==> src/rtl/mem_access_pkg.sv <==
// Shared constants and types for the MEM pipeline stage.
// Optional feature macro: MEM_TIMEOUT_EN (bus request timeout and mem_err_o).
package mem_access_pkg;

  localparam int unsigned MEM_DATA_W     = 16;
  localparam int unsigned MEM_ADDR_W     = 16;
  localparam int unsigned MEM_REG_ADDR_W = 4;
  localparam int unsigned MEM_TIMEOUT    = 15;
  localparam int unsigned MEM_CNT_W      = 4;
  localparam int unsigned MEM_STALL_W    = 6;
  localparam int unsigned MEM_STALL_BIT  = 4;
  localparam int unsigned MEM_OP_W       = 2;

  localparam logic RST_ENABLE = 1'b1;
  localparam logic NO_STOP    = 1'b0;

  localparam logic [MEM_DATA_W-1:0] ZERO_WORD    = MEM_DATA_W'(0);
  localparam logic [MEM_DATA_W-1:0] MEM_ERR_DATA = MEM_DATA_W'(16'hFFFF);

  typedef logic [MEM_DATA_W-1:0]     reg_bus_t;
  typedef logic [MEM_ADDR_W-1:0]     addr_bus_t;
  typedef logic [MEM_REG_ADDR_W-1:0] reg_addr_bus_t;
  typedef logic [MEM_STALL_W-1:0]    stall_reg_bus_t;
  typedef logic [MEM_OP_W-1:0]       mem_op_bus_t;

  typedef enum logic [MEM_OP_W-1:0] {
    MEM_OP_NONE  = 2'b00,
    MEM_OP_LOAD  = 2'b01,
    MEM_OP_STORE = 2'b10,
    MEM_OP_RSVD  = 2'b11
  } mem_op_e;

  typedef enum logic [1:0] {
    MEM_IDLE = 2'd0,
    MEM_REQ  = 2'd1,
    MEM_DONE = 2'd2
  } mem_state_e;

  // Request payload held stable on the SRAM bus for the whole REQ phase
  typedef struct packed {
    logic      we;
    addr_bus_t addr;
    reg_bus_t  wdata;
  } mem_bus_req_t;

  // Reserved encoding behaves like "no memory access"
  function automatic logic is_mem_op(input mem_op_bus_t op);
    return (op == MEM_OP_LOAD) || (op == MEM_OP_STORE);
  endfunction

  function automatic logic is_store_op(input mem_op_bus_t op);
    return op == MEM_OP_STORE;
  endfunction

endpackage

==> src/rtl/mem_access_bus_fsm.sv <==
// Bus transaction sequencer for the MEM stage: state, request latches,
// captured load data and (with MEM_TIMEOUT_EN) the REQ timeout counter.
module mem_bus_fsm
  import mem_access_pkg::*;
#(
  parameter int unsigned TIMEOUT = MEM_TIMEOUT
) (
  input  logic         clk,
  input  logic         rst,
  input  logic         mem_hold,
  input  mem_op_bus_t  mem_op,
  input  addr_bus_t    mem_addr,
  input  reg_bus_t     mem_wdata,
  input  reg_bus_t     bus_rdata,
  input  logic         bus_ack,
  output mem_state_e   state,
  output mem_bus_req_t bus_lat,
  output reg_bus_t     load_data
`ifdef MEM_TIMEOUT_EN
  ,
  output logic         timeout_err
`endif
);

  mem_state_e   state_d;
  mem_bus_req_t bus_lat_d;
  reg_bus_t     load_data_d;

`ifdef MEM_TIMEOUT_EN
  logic [MEM_CNT_W-1:0] req_cnt;
  logic [MEM_CNT_W-1:0] req_cnt_d;
  logic                 timeout_err_d;
  logic                 req_limit;

  // Last REQ cycle allowed before giving up on the bus
  assign req_limit = (req_cnt == MEM_CNT_W'(TIMEOUT - 1));
`else
  logic unused_cfg;

  assign unused_cfg = ^{MEM_CNT_W'(TIMEOUT), MEM_ERR_DATA};
`endif

  // State and datapath registers
  always_ff @(posedge clk) begin
    if (rst == RST_ENABLE) begin
      state     <= MEM_IDLE;
      bus_lat   <= '0;
      load_data <= ZERO_WORD;
`ifdef MEM_TIMEOUT_EN
      req_cnt     <= '0;
      timeout_err <= 1'b0;
`endif
    end else begin
      state     <= state_d;
      bus_lat   <= bus_lat_d;
      load_data <= load_data_d;
`ifdef MEM_TIMEOUT_EN
      req_cnt     <= req_cnt_d;
      timeout_err <= timeout_err_d;
`endif
    end
  end

  // Next-state and next-latch logic
  always_comb begin
    state_d     = state;
    bus_lat_d   = bus_lat;
    load_data_d = load_data;
`ifdef MEM_TIMEOUT_EN
    req_cnt_d     = req_cnt;
    timeout_err_d = timeout_err;
`endif
    case (state)
      MEM_IDLE: begin
`ifdef MEM_TIMEOUT_EN
        timeout_err_d = 1'b0;
`endif
        // Upstream stall does not gate the start; inputs are held upstream
        if (is_mem_op(mem_op)) begin
          bus_lat_d.we    = is_store_op(mem_op);
          bus_lat_d.addr  = mem_addr;
          bus_lat_d.wdata = mem_wdata;
          state_d         = MEM_REQ;
`ifdef MEM_TIMEOUT_EN
          req_cnt_d = '0;
`endif
        end
      end
      MEM_REQ: begin
        if (bus_ack) begin
          if (!bus_lat.we) begin
            load_data_d = bus_rdata;
          end
          state_d = MEM_DONE;
        end
`ifdef MEM_TIMEOUT_EN
        else if (req_limit) begin
          load_data_d   = MEM_ERR_DATA;
          timeout_err_d = 1'b1;
          state_d       = MEM_DONE;
        end else begin
          req_cnt_d = req_cnt + MEM_CNT_W'(1);
        end
`endif
      end
      MEM_DONE: begin
        // Held results stay on the outputs until the MEM stage is released
        if (mem_hold == NO_STOP) begin
          state_d = MEM_IDLE;
`ifdef MEM_TIMEOUT_EN
          timeout_err_d = 1'b0;
`endif
        end
      end
      default: begin
        state_d = MEM_IDLE;
      end
    endcase
  end

endmodule

==> src/rtl/mem_access.sv <==
// MEM pipeline stage: passes ALU results through and runs LW/SW on the
// shared SRAM bus, stalling the pipeline until the write-back triple is ready.
// Optional feature macro: MEM_TIMEOUT_EN (adds mem_err_o and REQ timeout).
module mem_access
  import mem_access_pkg::*;
#(
  parameter int unsigned DATA_W     = MEM_DATA_W,
  parameter int unsigned ADDR_W     = MEM_ADDR_W,
  parameter int unsigned REG_ADDR_W = MEM_REG_ADDR_W,
  parameter int unsigned TIMEOUT    = MEM_TIMEOUT
) (
  input  logic                   clk,
  input  logic                   rst,
  input  logic [MEM_STALL_W-1:0] stall,
  input  logic [DATA_W-1:0]      wData_i,
  input  logic                   wReg_i,
  input  logic [REG_ADDR_W-1:0]  wRegAddr_i,
  input  logic [MEM_OP_W-1:0]    memOp_i,
  input  logic [ADDR_W-1:0]      memAddr_i,
  input  logic [DATA_W-1:0]      memData_i,
  output logic [DATA_W-1:0]      wData_o,
  output logic                   wReg_o,
  output logic [REG_ADDR_W-1:0]  wRegAddr_o,
  output logic                   stallreq_o,
  output logic                   bus_req_o,
  output logic                   bus_we_o,
  output logic [ADDR_W-1:0]      bus_addr_o,
  output logic [DATA_W-1:0]      bus_wdata_o,
  input  logic [DATA_W-1:0]      bus_rdata_i,
  input  logic                   bus_ack_i
`ifdef MEM_TIMEOUT_EN
  ,
  output logic                   mem_err_o
`endif
);

  mem_state_e   fsm_state;
  mem_bus_req_t bus_lat;
  reg_bus_t     load_data;
  logic         mem_hold;
  logic         unused_stall;

  // Only the MEM-stage hold bit of the stall vector matters here
  assign mem_hold     = stall[MEM_STALL_BIT];
  assign unused_stall = ^{stall[MEM_STALL_W-1:MEM_STALL_BIT+1], stall[MEM_STALL_BIT-1:0]};

`ifdef MEM_TIMEOUT_EN
  logic timeout_err;
`endif

  mem_bus_fsm #(
    .TIMEOUT (TIMEOUT)
  ) u_bus_fsm (
    .clk         (clk),
    .rst         (rst),
    .mem_hold    (mem_hold),
    .mem_op      (memOp_i),
    .mem_addr    (MEM_ADDR_W'(memAddr_i)),
    .mem_wdata   (MEM_DATA_W'(memData_i)),
    .bus_rdata   (MEM_DATA_W'(bus_rdata_i)),
    .bus_ack     (bus_ack_i),
    .state       (fsm_state),
    .bus_lat     (bus_lat),
    .load_data   (load_data)
`ifdef MEM_TIMEOUT_EN
    ,
    .timeout_err (timeout_err)
`endif
  );

`ifdef MEM_TIMEOUT_EN
  // Error flag is only meaningful while the aborted result is presented
  assign mem_err_o = timeout_err && (fsm_state == MEM_DONE);
`endif

  // Output mux: pass-through by default, stall while the bus is busy
  always_comb begin
    wData_o     = wData_i;
    wReg_o      = wReg_i;
    wRegAddr_o  = wRegAddr_i;
    stallreq_o  = 1'b0;
    bus_req_o   = 1'b0;
    bus_we_o    = 1'b0;
    bus_addr_o  = '0;
    bus_wdata_o = '0;
    case (fsm_state)
      MEM_IDLE: begin
        if (is_mem_op(memOp_i)) begin
          stallreq_o = 1'b1;
          wReg_o     = 1'b0;
        end
      end
      MEM_REQ: begin
        stallreq_o  = 1'b1;
        wReg_o      = 1'b0;
        bus_req_o   = 1'b1;
        bus_we_o    = bus_lat.we;
        bus_addr_o  = ADDR_W'(bus_lat.addr);
        bus_wdata_o = DATA_W'(bus_lat.wdata);
      end
      MEM_DONE: begin
        if (!bus_lat.we) begin
          wData_o = DATA_W'(load_data);
        end
      end
      default: begin
        stallreq_o = 1'b0;
      end
    endcase
  end

endmodule

==> config.mk <==
export PLATFORM = sky130hd
export DESIGN_NAME = mem_access
export DESIGN_NICKNAME = d
export VERILOG_FILES = /design/src/rtl/mem_access_pkg.sv /design/src/rtl/mem_access_bus_fsm.sv /design/src/rtl/mem_access.sv
export SDC_FILE = /design/constraint.sdc
export NUM_CORES = 1
export LEC_CHECK = 0
export CAP_MARGIN = 40
export CORE_UTILIZATION = 37
export DETAILED_ROUTE_END_ITERATION = 7
export PLACE_DENSITY = 0.76
export SLEW_MARGIN = 10
export SYNTH_ARGS = -nofsm -noshare
export SYNTH_HDL_FRONTEND = slang
export SYNTH_SLANG_ARGS = --single-unit
==> constraint.sdc <==
create_clock -name clk -period 1.8 [get_ports clk]
set_clock_uncertainty 0.2 [all_clocks]
set_input_delay 0.36 -clock clk [delete_from_list [all_inputs] [get_ports clk]]
set_output_delay 0.36 -clock clk [all_outputs]
set_load 0.005 [all_outputs]
==> impl_metrics.csv <==
group,metric,value,unit
outcome,status,"complete, but fails checks",
outcome,violations,"setup timing",
critical_path,critical_path_arrival,1.59,ns
hold_path,min_path_type,"reg -> reg",
die,io_pins,136,
global_route,grt_pass1_wl,12400,µm
route,routed_wl,8380,µm
sta,fin_ws,-0.354,ns
route,vias_per_cell,5.16,
route,antenna_left,0,
clock_network,ctsHoldBuffers,0,
final_layout,syn2layout_area_growth,68.4,%
critical_path,slowest_stage,"dfxtp_4",
logic_synthesis,synthesis.instances,299,
final_layout,n_antenna_cell,0,
critical_path,cp_common_cell,"buf_6",
route,first_iter_violations,124,
run,drv_cap,0,
sta,slew_headroom,67.7,%
logic_synthesis,synth_cell_types,23,
final_layout,layout.nets,499,
die,die_area,7980,µm²
clock_network,clk_latency,0.30,ns
logic_synthesis,yosysSeqAreaShare,36.2,%
route,drc,0,
die,std_cell_rows,31,
sta,worst_slew_pin_slew,0.485,ns
placed_design,portBuffers,122,
critical_path,crit_path_end_kind,"primary output",
global_route,grt_use_total,20.3,%
sta,max_freq,464,MHz
critical_path,path_class,"reg -> out",
critical_path,max_stage_delay,0.37,ns
die,core,7290,µm²
logic_synthesis,yosysTopAreaCellShare,36.2,%
critical_path,critPathMaxFanout,8,
final_layout,mostFrequentLayoutCell,"clkdlybuf4s50_1",
die,die_w,89.3,µm
logic_synthesis,synth.avg_cell_area,9.43,µm²
sta,setup_tns,-11.11,ns
logic_synthesis,ys_ff_latch,51,
critical_path,critPathLaunch,"u_bus_fsm.state[0]$_SDFFE_PP0P_",
critical_path,cp_cell_sequence,"nor3b_4, buf_6, buf_12, mux2_4, buf_6",
power,p_leak,1.93,nW
sta,slew_violations,0,
placed_design,pre_cts_ws,-0.858,ns
sta,rsz0062_at_grt,"true",
power,power_density,610,nW/µm²
critical_path,r2r_start,"u_bus_fsm.state[1]$_SDFFE_PP0P_",
logic_synthesis,yosys_warnings,0,
critical_path,cp-start-kind,"flip-flop",
global_route,grt_max_degree,52,
final_layout,mostFrequentLayoutCells,"clkdlybuf4s50_1 (67), buf_6 (60), dfxtp_1 (48)",
global_route,antenna_found_initial,0,
logic_synthesis,syn_area,2820,µm²
sta,fin_crit,2.15,ns
final_layout,drive_gt1_share,35.3,%
sta,finalSetupViolations,52,
route,drtPass1Iterations,4,
logic_synthesis,yosys-top-cells-area,"dfxtp_1 (36%), or4b_1 (12%), o31ai_1 (8.8%), and2_1 (7.3%), nand2b_1 (7.1%)",
route,vias,2673,
clock_network,cts-root-buf,"clkbuf_8",
clock_network,clk_pin_slew,0.09,ns
power,irDropWorstVdd,0.000315,V
placed_design,routabilityCongestion,0.725,
hold_path,hp-start,"u_bus_fsm.bus_lat[3]$_SDFFE_PP0P_",
sta,timing.final.crit_share,120,%
global_route,grt_pass1_vias,2507,
clock_network,cts-buffers-inserted,5,
die,die_y,89.3,µm
clock_network,cts_buffer_depth,2,
route,wire_per_inst,16.2,µm
sta,hold_viol_final,0,
logic_synthesis,synth_area_leader_cell,"dfxtp_1",
clock_network,cts.htree.levels,2,
clock_network,tritoncts,"done",
die,start_util,38.7,%
critical_path,cp.required,1.24,ns
placed_design,hpwlAfterDp,4900,µm
logic_synthesis,synthesis.nets,380,
clock_network,clock-sinks,51,
global_route,grt.overflow.total,0,
## cells by family (layout without fill, tap and decap cells)
logic type	after synthesis	after routing	share of synthesized area, %
adder cells (fa/ha/maj)	1	1	0.444
flip-flops	51	51	36.2
buffers and inverters	41	161	7.54
multiplexers	32	32	12.1
AO/OA/AOI/OAI	69	69	15.4
AND/OR/NAND/NOR	105	105	28.3
## per-layer routing
layer	GRT usage [%]	vias up	routed length [µm]
met5	0	-	0
met4	5.77	0	82
met3	2.40	8	335
met2	35.7	70	4440
met1	26.1	1273	3520
li1	-	1322	-
## power breakdown
group / switching, W / total, W / internal [W]
clock: 0.000375 / 0.000649 / 0.000274
sequential: 0.0000492 / 0.00126 / 0.00121
combinational: 0.000376 / 0.000983 / 0.000608
total: 0.000800 / 0.00290 / 0.00210
## area by class of cell
cell class / instances / area [µm²]
repair buffers: 152 / 1740
fillers: 591 / 2540
flip-flops and latches: 51 / 1030
clock buffers: 7 / 76.3
clock inverters: 1 / 5.00
well taps: 99 / 124
inverters: 1 / 3.75
multi-input cells: 207 / 1770
## sequential cells by signal, summed over array words and instances, names as in the netlist
register and count:
u_bus_fsm.bus_lat 33, u_bus_fsm.load_data 16, u_bus_fsm.state 2
## cells in the mapped netlist
master,number
mux2_2,16
a2111oi_0,1
dfxtp_1,51
nand3b_1,2
o31ai_1,33
ha_1,1
buf_1,3
buf_4,6
buf_2,6
and2_1,33
nor2b_1,2
nor3b_4,1
or4b_1,33
and4bb_2,1
a21oi_1,34
nor2_1,1
mux2i_1,16
nand2b_1,32
buf_6,3
clkbuf_1,17
inv_1,1
clkbuf_2,5
o21a_1,1
## worst paths after layout
check        slack [ns]                                  to  cells past startpoint
max               -0.35                          wData_o[4]                      5
min                0.27   u_bus_fsm.bus_lat[3]$_SDFFE_PP0P_                      2
max reg2reg        0.05  u_bus_fsm.bus_lat[26]$_SDFFE_PP0P_                      5
min reg2reg        0.27   u_bus_fsm.bus_lat[3]$_SDFFE_PP0P_                      2
## what timing repair did
item                       CTS  global route
pin swaps                   27            11
setup endpoints to repair   84            85
cloned                       5             3
buffers inserted            11             1
gates resized for setup    301            39
## critical path, delay by kind of cell (launching register included)
| kind | cells | cell delay (ns) |
|---|---|---|
| buf+inv | 3 | 0.41 |
| simple gates | 1 | 0.19 |
| mux | 1 | 0.31 |
| flops | 1 | 0.37 |
## stage by stage
stage               std cells  hold WS, ns  total power [W]  instance area [µm²]  utilization (%)
global route              518        0.295          0.00303                 4750             65.1
finish                    518        0.274          0.00290                 4750             65.1
CTS                       517        0.275          0.00288                 4600             63.1
floorplan                 299        0.244          0.00166                 2820                -
global placement          493        0.249          0.00199                 4090             56.1
detailed placement        493        0.258          0.00201                 4090             56.1
Note: power is estimated with default switching activity, not from simulation.
